## src/rtl/adder_pkg.sv

```systemverilog
// Shared types and helpers for the adder accumulator stage.
package adder_pkg;

    typedef enum logic {
        ACCUM,
        DONE
    } accum_state_t;

    localparam int BEAT_VAL_W = 5;

    // Width needed to hold a beat count from 0 up to and including beats.
    function automatic int cnt_width(input int beats);
        return $clog2(beats + 1);
    endfunction

endpackage

```

## src/rtl/adder_beat_counter.sv

```systemverilog
// Counts accepted beats within a group; last flags the beat that completes it.
module adder_beat_counter
    import adder_pkg::*;
#(
    parameter  int BEATS = 4,
    localparam int CW    = cnt_width(BEATS)
) (
    input  logic          CLK,
    input  logic          RST,
    input  logic          inc,
    input  logic          clr,
    output logic [CW-1:0] count,
    output logic          last
);

    assign last = inc && (count == CW'(BEATS - 1));

    always_ff @(posedge CLK) begin
        if (RST) begin
            count <= '0;
        end else if (clr) begin
            count <= '0;
        end else if (inc) begin
            count <= count + 1'b1;
        end
    end

endmodule

```

## src/rtl/binary_adder_accum.sv

```systemverilog
// Sums BEATS adder results {COUT,SUM} into a wrap-around total with a sticky
// overflow flag, then offers the total on a valid/ready output port.
//
//   state | meaning
//   ------+------------------------------------------------
//   ACCUM | accepting beats, adding each into acc
//   DONE  | group complete, total held until OUT_READY
module binary_adder_accum
    import adder_pkg::*;
#(
    parameter  int ACC_W = 16,
    parameter  int BEATS = 4,
    localparam int CW    = cnt_width(BEATS)
) (
    input  logic             CLK,
    input  logic             RST,
    input  logic             IN_VALID,
    output logic             IN_READY,
    input  logic [3:0]       SUM,
    input  logic             COUT,
    output logic             OUT_VALID,
    input  logic             OUT_READY,
    output logic [ACC_W-1:0] OUT_TOTAL,
    output logic             OUT_OVF,
    output logic [CW-1:0]    BEAT_CNT
);

    accum_state_t            state, state_nxt;
    logic [ACC_W-1:0]        acc;
    logic                    ovf;
    logic [BEAT_VAL_W-1:0]   beat_val;
    logic [ACC_W:0]          add_w;
    logic                    beat_acc;
    logic                    out_hs;
    logic                    last_beat;

    assign beat_val = {COUT, SUM};
    assign add_w    = {1'b0, acc} + {{(ACC_W + 1 - BEAT_VAL_W){1'b0}}, beat_val};
    assign beat_acc = IN_VALID && IN_READY;
    assign out_hs   = OUT_VALID && OUT_READY;

    adder_beat_counter #(.BEATS(BEATS)) u_beat_counter (
        .CLK   (CLK),
        .RST   (RST),
        .inc   (beat_acc),
        .clr   (out_hs),
        .count (BEAT_CNT),
        .last  (last_beat)
    );

    always_ff @(posedge CLK) begin
        if (RST) begin
            state <= ACCUM;
        end else begin
            state <= state_nxt;
        end
    end

    always_comb begin
        state_nxt = state;
        IN_READY  = 1'b0;
        OUT_VALID = 1'b0;
        case (state)
            ACCUM: begin
                IN_READY = 1'b1;
                if (beat_acc && last_beat) begin
                    state_nxt = DONE;
                end
            end
            DONE: begin
                OUT_VALID = 1'b1;
                if (OUT_READY) begin
                    state_nxt = ACCUM;
                end
            end
            default: state_nxt = ACCUM;
        endcase
    end

    // Overflow is sticky across the group: any carry out of the top bit sets it.
    always_ff @(posedge CLK) begin
        if (RST) begin
            acc <= '0;
            ovf <= 1'b0;
        end else if (out_hs) begin
            acc <= '0;
            ovf <= 1'b0;
        end else if (beat_acc) begin
            acc <= add_w[ACC_W-1:0];
            if (add_w[ACC_W]) begin
                ovf <= 1'b1;
            end
        end
    end

    assign OUT_TOTAL = acc;
    assign OUT_OVF   = ovf;

endmodule

```

## config.mk

```make
export PLATFORM = sky130hd
export DESIGN_NAME = binary_adder_accum
export DESIGN_NICKNAME = d
export VERILOG_FILES = /design/src/rtl/adder_pkg.sv /design/src/rtl/adder_beat_counter.sv /design/src/rtl/binary_adder_accum.sv
export SDC_FILE = /design/constraint.sdc
export NUM_CORES = 1
export LEC_CHECK = 0
export CAP_MARGIN = 40
export CORE_MARGIN = 1.5
export CORE_UTILIZATION = 40
export CTS_BUF_LIST = sky130_fd_sc_hd__clkbuf_8
export CTS_CLUSTER_DIAMETER = 30
export CTS_CLUSTER_SIZE = 40
export DETAILED_ROUTE_END_ITERATION = 16
export MAX_ROUTING_LAYER = met4
export PLACE_DENSITY = 0.76
export REMOVE_ABC_BUFFERS = 1
export SLEW_MARGIN = 20
export SYNTH_ARGS = -nofsm -noshare
export SYNTH_HDL_FRONTEND = slang
export SYNTH_SLANG_ARGS = --single-unit
```

## constraint.sdc

```tcl
create_clock -name CLK -period 2.68 [get_ports CLK]
set_input_delay 0.67 -clock CLK [delete_from_list [all_inputs] [get_ports CLK]]
set_output_delay 0.67 -clock CLK [all_outputs]
set_load 0.005 [all_outputs]
```

# == Word level (Yosys, flattened, before mapping) ==
# Index checks and enable logic that the tools add are counted.
# op_classes
add_sub_neg,2
bitwise,1
n_mux,5
eq_ne,1
n_reduce_logical,6
# op_table
cell,count
$add 16x5->17,1
$logic_and 1x1->1,4
$mux 1,4
$add 3x1->3 const B,1
$eq 3x2->1 const B,1
$pmux 1 s2,1
$reduce_and 2->1,1
$reduce_or 2->1,1
$not 1->1,1
# word_totals
elab_cells,19
out_inout_bits,22
regBits,21
in_bits,9

# == Logic depth before layout (Yosys ltp) ==
# depth
word_depth,6
depth_mapped,7
mapped_depth_nobuf,6

# == Hierarchy ==
# A second synthesis with hierarchy kept.
# unflattened
cells_unflattened,131
area_unflattened_um2,1147.4
# by_module_without_submodules
module,cells_each,area_per_inst_um2,n_inst,seq_area_each_um2
binary_adder_accum,118,1008.5,1,360.3
adder_beat_counter,13,138.9,1,60.1

# == Worst setup path after synthesis ==
# No wires, ideal clock.
# synth_timing
path_kind,input port to flip-flop
from,in SUM[0]
to,reg ovf (netlist: OUT_OVF)
required_ps,2565
n_path_buf,1
stages,7
setup_ps,115
arrival_ps,2089
path_slack_ps,477
cell_sequence,ha_1 fa_1 a21o_2 a21boi_0 buf_2 nor4b_1 o21a_1
# synth_via
elab_chain_len,2
# synth_lines
element,line,source
from (decl),binary_adder_accum.sv:19,"input logic [3:0] SUM,"
$add 16x5->17,binary_adder_accum.sv:38,"assign add_w = {1'b0, acc} + {{(ACC_W + 1 - BEAT_VAL_W){1'b0}}, beat_val};"
$reduce_and 2->1 (no line),-,
to (signal assigned),binary_adder_accum.sv:84,ovf <= 1'b0;
to (signal assigned),binary_adder_accum.sv:87,ovf <= 1'b0;
to (signal assigned),binary_adder_accum.sv:91,ovf <= 1'b1;
to (decl),binary_adder_accum.sv:30,logic ovf;
# Every way passes these cells.
# A chain may end at the register's enable or synchronous reset.

# == Final worst setup path ==
# layout_timing
from,in SUM[0]
to,reg acc[12] (netlist: OUT_TOTAL[12])
# layout_via
elab_chain_len,1
# layout_lines
element,line,source
$add 16x5->17,binary_adder_accum.sv:38,
to (signal assigned),binary_adder_accum.sv:89,acc <= add_w[ACC_W-1:0];
to (decl),binary_adder_accum.sv:29,logic [ACC_W-1:0] acc;
# Every way passes these cells.

==> flow_summary.json <==
{
  "tritoncts": "built",
  "cts_hold_buf": 0,
  "fin_crit_sh_pct": 89.9,
  "p_per_area_mw_per_mm2": 467,
  "tightest_slew_ps": 616,
  "outcome": "complete, no violations",
  "synth-seq-area-share_pct": 37.6,
  "ioPinCount": 31,
  "vias": 1078,
  "final_layout_size_suffix_gt1_share_pct": 9.26,
  "yosys_warnings": 0,
  "synthMostInstantiatedCell": "dfxtp_1",
  "synthCells": 128,
  "io_buffers": 30,
  "swShare_pct": 28.4,
  "diodes": 0,
  "synth_area_mm2": 0.00112,
  "crit_required_ps": 2870,
  "dr.first_iter.drc_count": 30,
  "grt_util_all_layers_pct": 17.4,
  "hold_violations": 0,
  "antenna_found_initial": 0,
  "max_slew_margin_pct": 59.0,
  "dp_hpwl_mm": 2.00,
  "startpoint_type": "input port",
  "core-area_mm2": 0.00257,
  "dp_slack_ps": 12.0,
  "placed_cell_area_mm2": 0.00146,
  "p_sw_uw": 200,
  "synth_edf_count": 0,
  "wl_mm": 2.66,
  "clk_latency_ps": 260,
  "firstDrtPassIters": 4,
  "yosys.area_share.simple_pct": 22.1,
  "min_path_type": "flip-flop to flip-flop",
  "synth-xor-area-share_pct": 1.57,
  "period_needed_ps": 2410,
  "synth_compound_area_share_pct": 24.6,
  "synth_top_area_cell": "dfxtp_1",
  "ir_worst_vdd_mv": 0.352,
  "grt_max_degree": 19,
  "worst_setup_path_end_kind": "flip-flop",
  "synth_common_cells": "dfxtp_1, a21oi_1, nand2_1, nor2_1",
  "final_cell_area_mm2": 0.00151,
  "grt_pass1_vias": 979,
  "clock_path_buffers": 2,
  "p_leak_uw": 0.000558,
  "h-tree-depth": 1,
  "dieArea_mm2": 0.00312,
  "cp_max_fo": 11,
  "fmax_ghz": 0.415,
  "initial_core_util_pct": 43.6,
  "wire_per_inst_um": 13.9,
  "drtAntennaViolNets": 0,
  "synth_area_leaders": "dfxtp_1, ha_1, a21oi_1",
  "muxShareOfSynthArea_pct": 0,
  "die-width_um": 55.9,
  "synth_top_family_by_area": "compound AO/OA/AOI/OAI gates",
  "die_h_um": 55.9,
  "cts_setup_buffers": 0,
  "reg2reg_slack_ps": 780,
  "overflow": 0,
  "clock-sinks": 21,
  "placedCellCount": 188,
  "root_buffer": "clkbuf_8",
  "nFillCells": 239,
  "synth.distinct_cells": 32,
  "rows": 18,
  "numCtsBuffers": 3,
  "syn_area_per_cell_um2": 8.74,
  "fin_skew_ps": 2.14,
  "power_frac_clock_pct": 29.6,
  "maxSlewViolCount": 0,
  "comb_power_share_pct": 22.3,
  "synthToLayoutAreaGrowth_pct": 34.8,
  "nets": 180,
  "layoutNonFillerInstCount": 192,
  "setup.worst_path.class": "input port to flip-flop",
  "ctsResizeCount": 0,
  "critPathArrivalTime_ps": 2600,
  "rsz0062_at_grt": "false",
  "synth_top_area_share_pct": 37.6,
  "synth_ff_type": "dfxtp_1",
  "synth_async_sr_flop_share_pct": 0,
  "routabilityCongestion": 0.822,
  "drv_cap": 0,
  "p_int_uw": 505,
  "setup_slack_ps": 270,
  "ys_ff_latch": 21,
  "fin_tns_setup_ps": 0,
  "synthAdderAreaFrac_pct": 9.62,
  "setup_violations": 0,
  "p_seq_share_pct": 48.1,
  "grt_pass1_wl_mm": 4.24,
  "clkTransAtPathRegs_ps": 80,
  "vias_per_cell": 5.61,
  "drcViolationCount": 0
}
## power groups by stage
stage | clock network [µW] | registers, µW | logic, µW
floorplan | 0 | 346 | 80.9
global placement | 0 | 346 | 152
detailed placement | 0 | 346 | 156
CTS | 214 | 339 | 158
global route | 223 | 341 | 175
finish | 209 | 339 | 157
## flip-flops by register name (all words and copies together) (netlist names)
| register | cells |
|---|---|
| state | 1 |
| OUT_TOTAL | 16 |
| u_beat_counter.count | 3 |
| OUT_OVF | 1 |
## logic make-up after synthesis
kind of cell	count (synthesis)
simple gates	45
compound gates	43
flops	21
buf+inv	9
fa+ha+maj	8
xor+xnor	2
## routing by layer
layer	part of all wire (%)	GRT usage, %	vias to the layer above	wire length [µm]
met5	0	-	-	0
met4	1.2	5.44	0	31
met3	5.5	5.81	6	146
met2	47	28.1	28	1260
met1	46	20.7	492	1220
li1	-	-	552	-
## worst max-delay path, stage by stage
cell and delay, ps:
clkdlybuf4s50_1 460, ha_1 190, fa_1 220, a21o_2 150, a21boi_0 80, buf_4 180, or4_1 500, a21oi_1 160
## metrics by stage
stage	hold slack [ps]	total power (µW)	util [%]
finish	468	705	58.7
global route	495	739	58.7
CTS	472	710	58.7
detailed placement	454	502	57.0
global placement	453	497	57.0
floorplan	465	427	-
## final cells by class
cell class                      count  area [µm²]  area share [%]
Clock inverter                      1        3.75           0.249
Sequential cell                    21         420            27.9
Timing Repair Buffer               36         345            22.9
Inverter                            3        11.3           0.747
Tap cell                           30        37.5            2.49
Clock buffer                        3        41.3            2.74
Multi-Input combinational cell     98         648            43.0
## cells in the final DEF, fill, tap and decap left out
master / count
clkdlybuf4s50_1: 30
dfxtp_1: 21
a21oi_1: 15
nand2_1: 12
nor2_1: 8
o31ai_1: 7
or4_1: 7
ha_1: 7
o21ai_0: 6
nand3_1: 6
buf_4: 6
inv_1: 4
a211oi_1: 4
or3_1: 3
clkbuf_8: 3
o21a_1: 2
a21o_2: 2
xnor2_1: 2
nor3_1: 2
a31oi_1: 2
a41o_1: 2
and2b_2: 1
a21boi_0: 1
nand2b_1: 1
or4_2: 1
nand4_1: 1
a21o_1: 1
o211ai_1: 1
and4b_2: 1
nor4b_1: 1
or3_4: 1
fa_1: 1
## worst paths after layout
check,startpoint,endpoint,cells past startpoint
min reg2reg,OUT_OVF,OUT_OVF,1
max reg2reg,OUT_TOTAL[0],OUT_TOTAL[12],7
max,SUM[0],OUT_TOTAL[12],8
min,OUT_OVF,OUT_OVF,1
No activity file was read; power rests on OpenSTA's default activity.
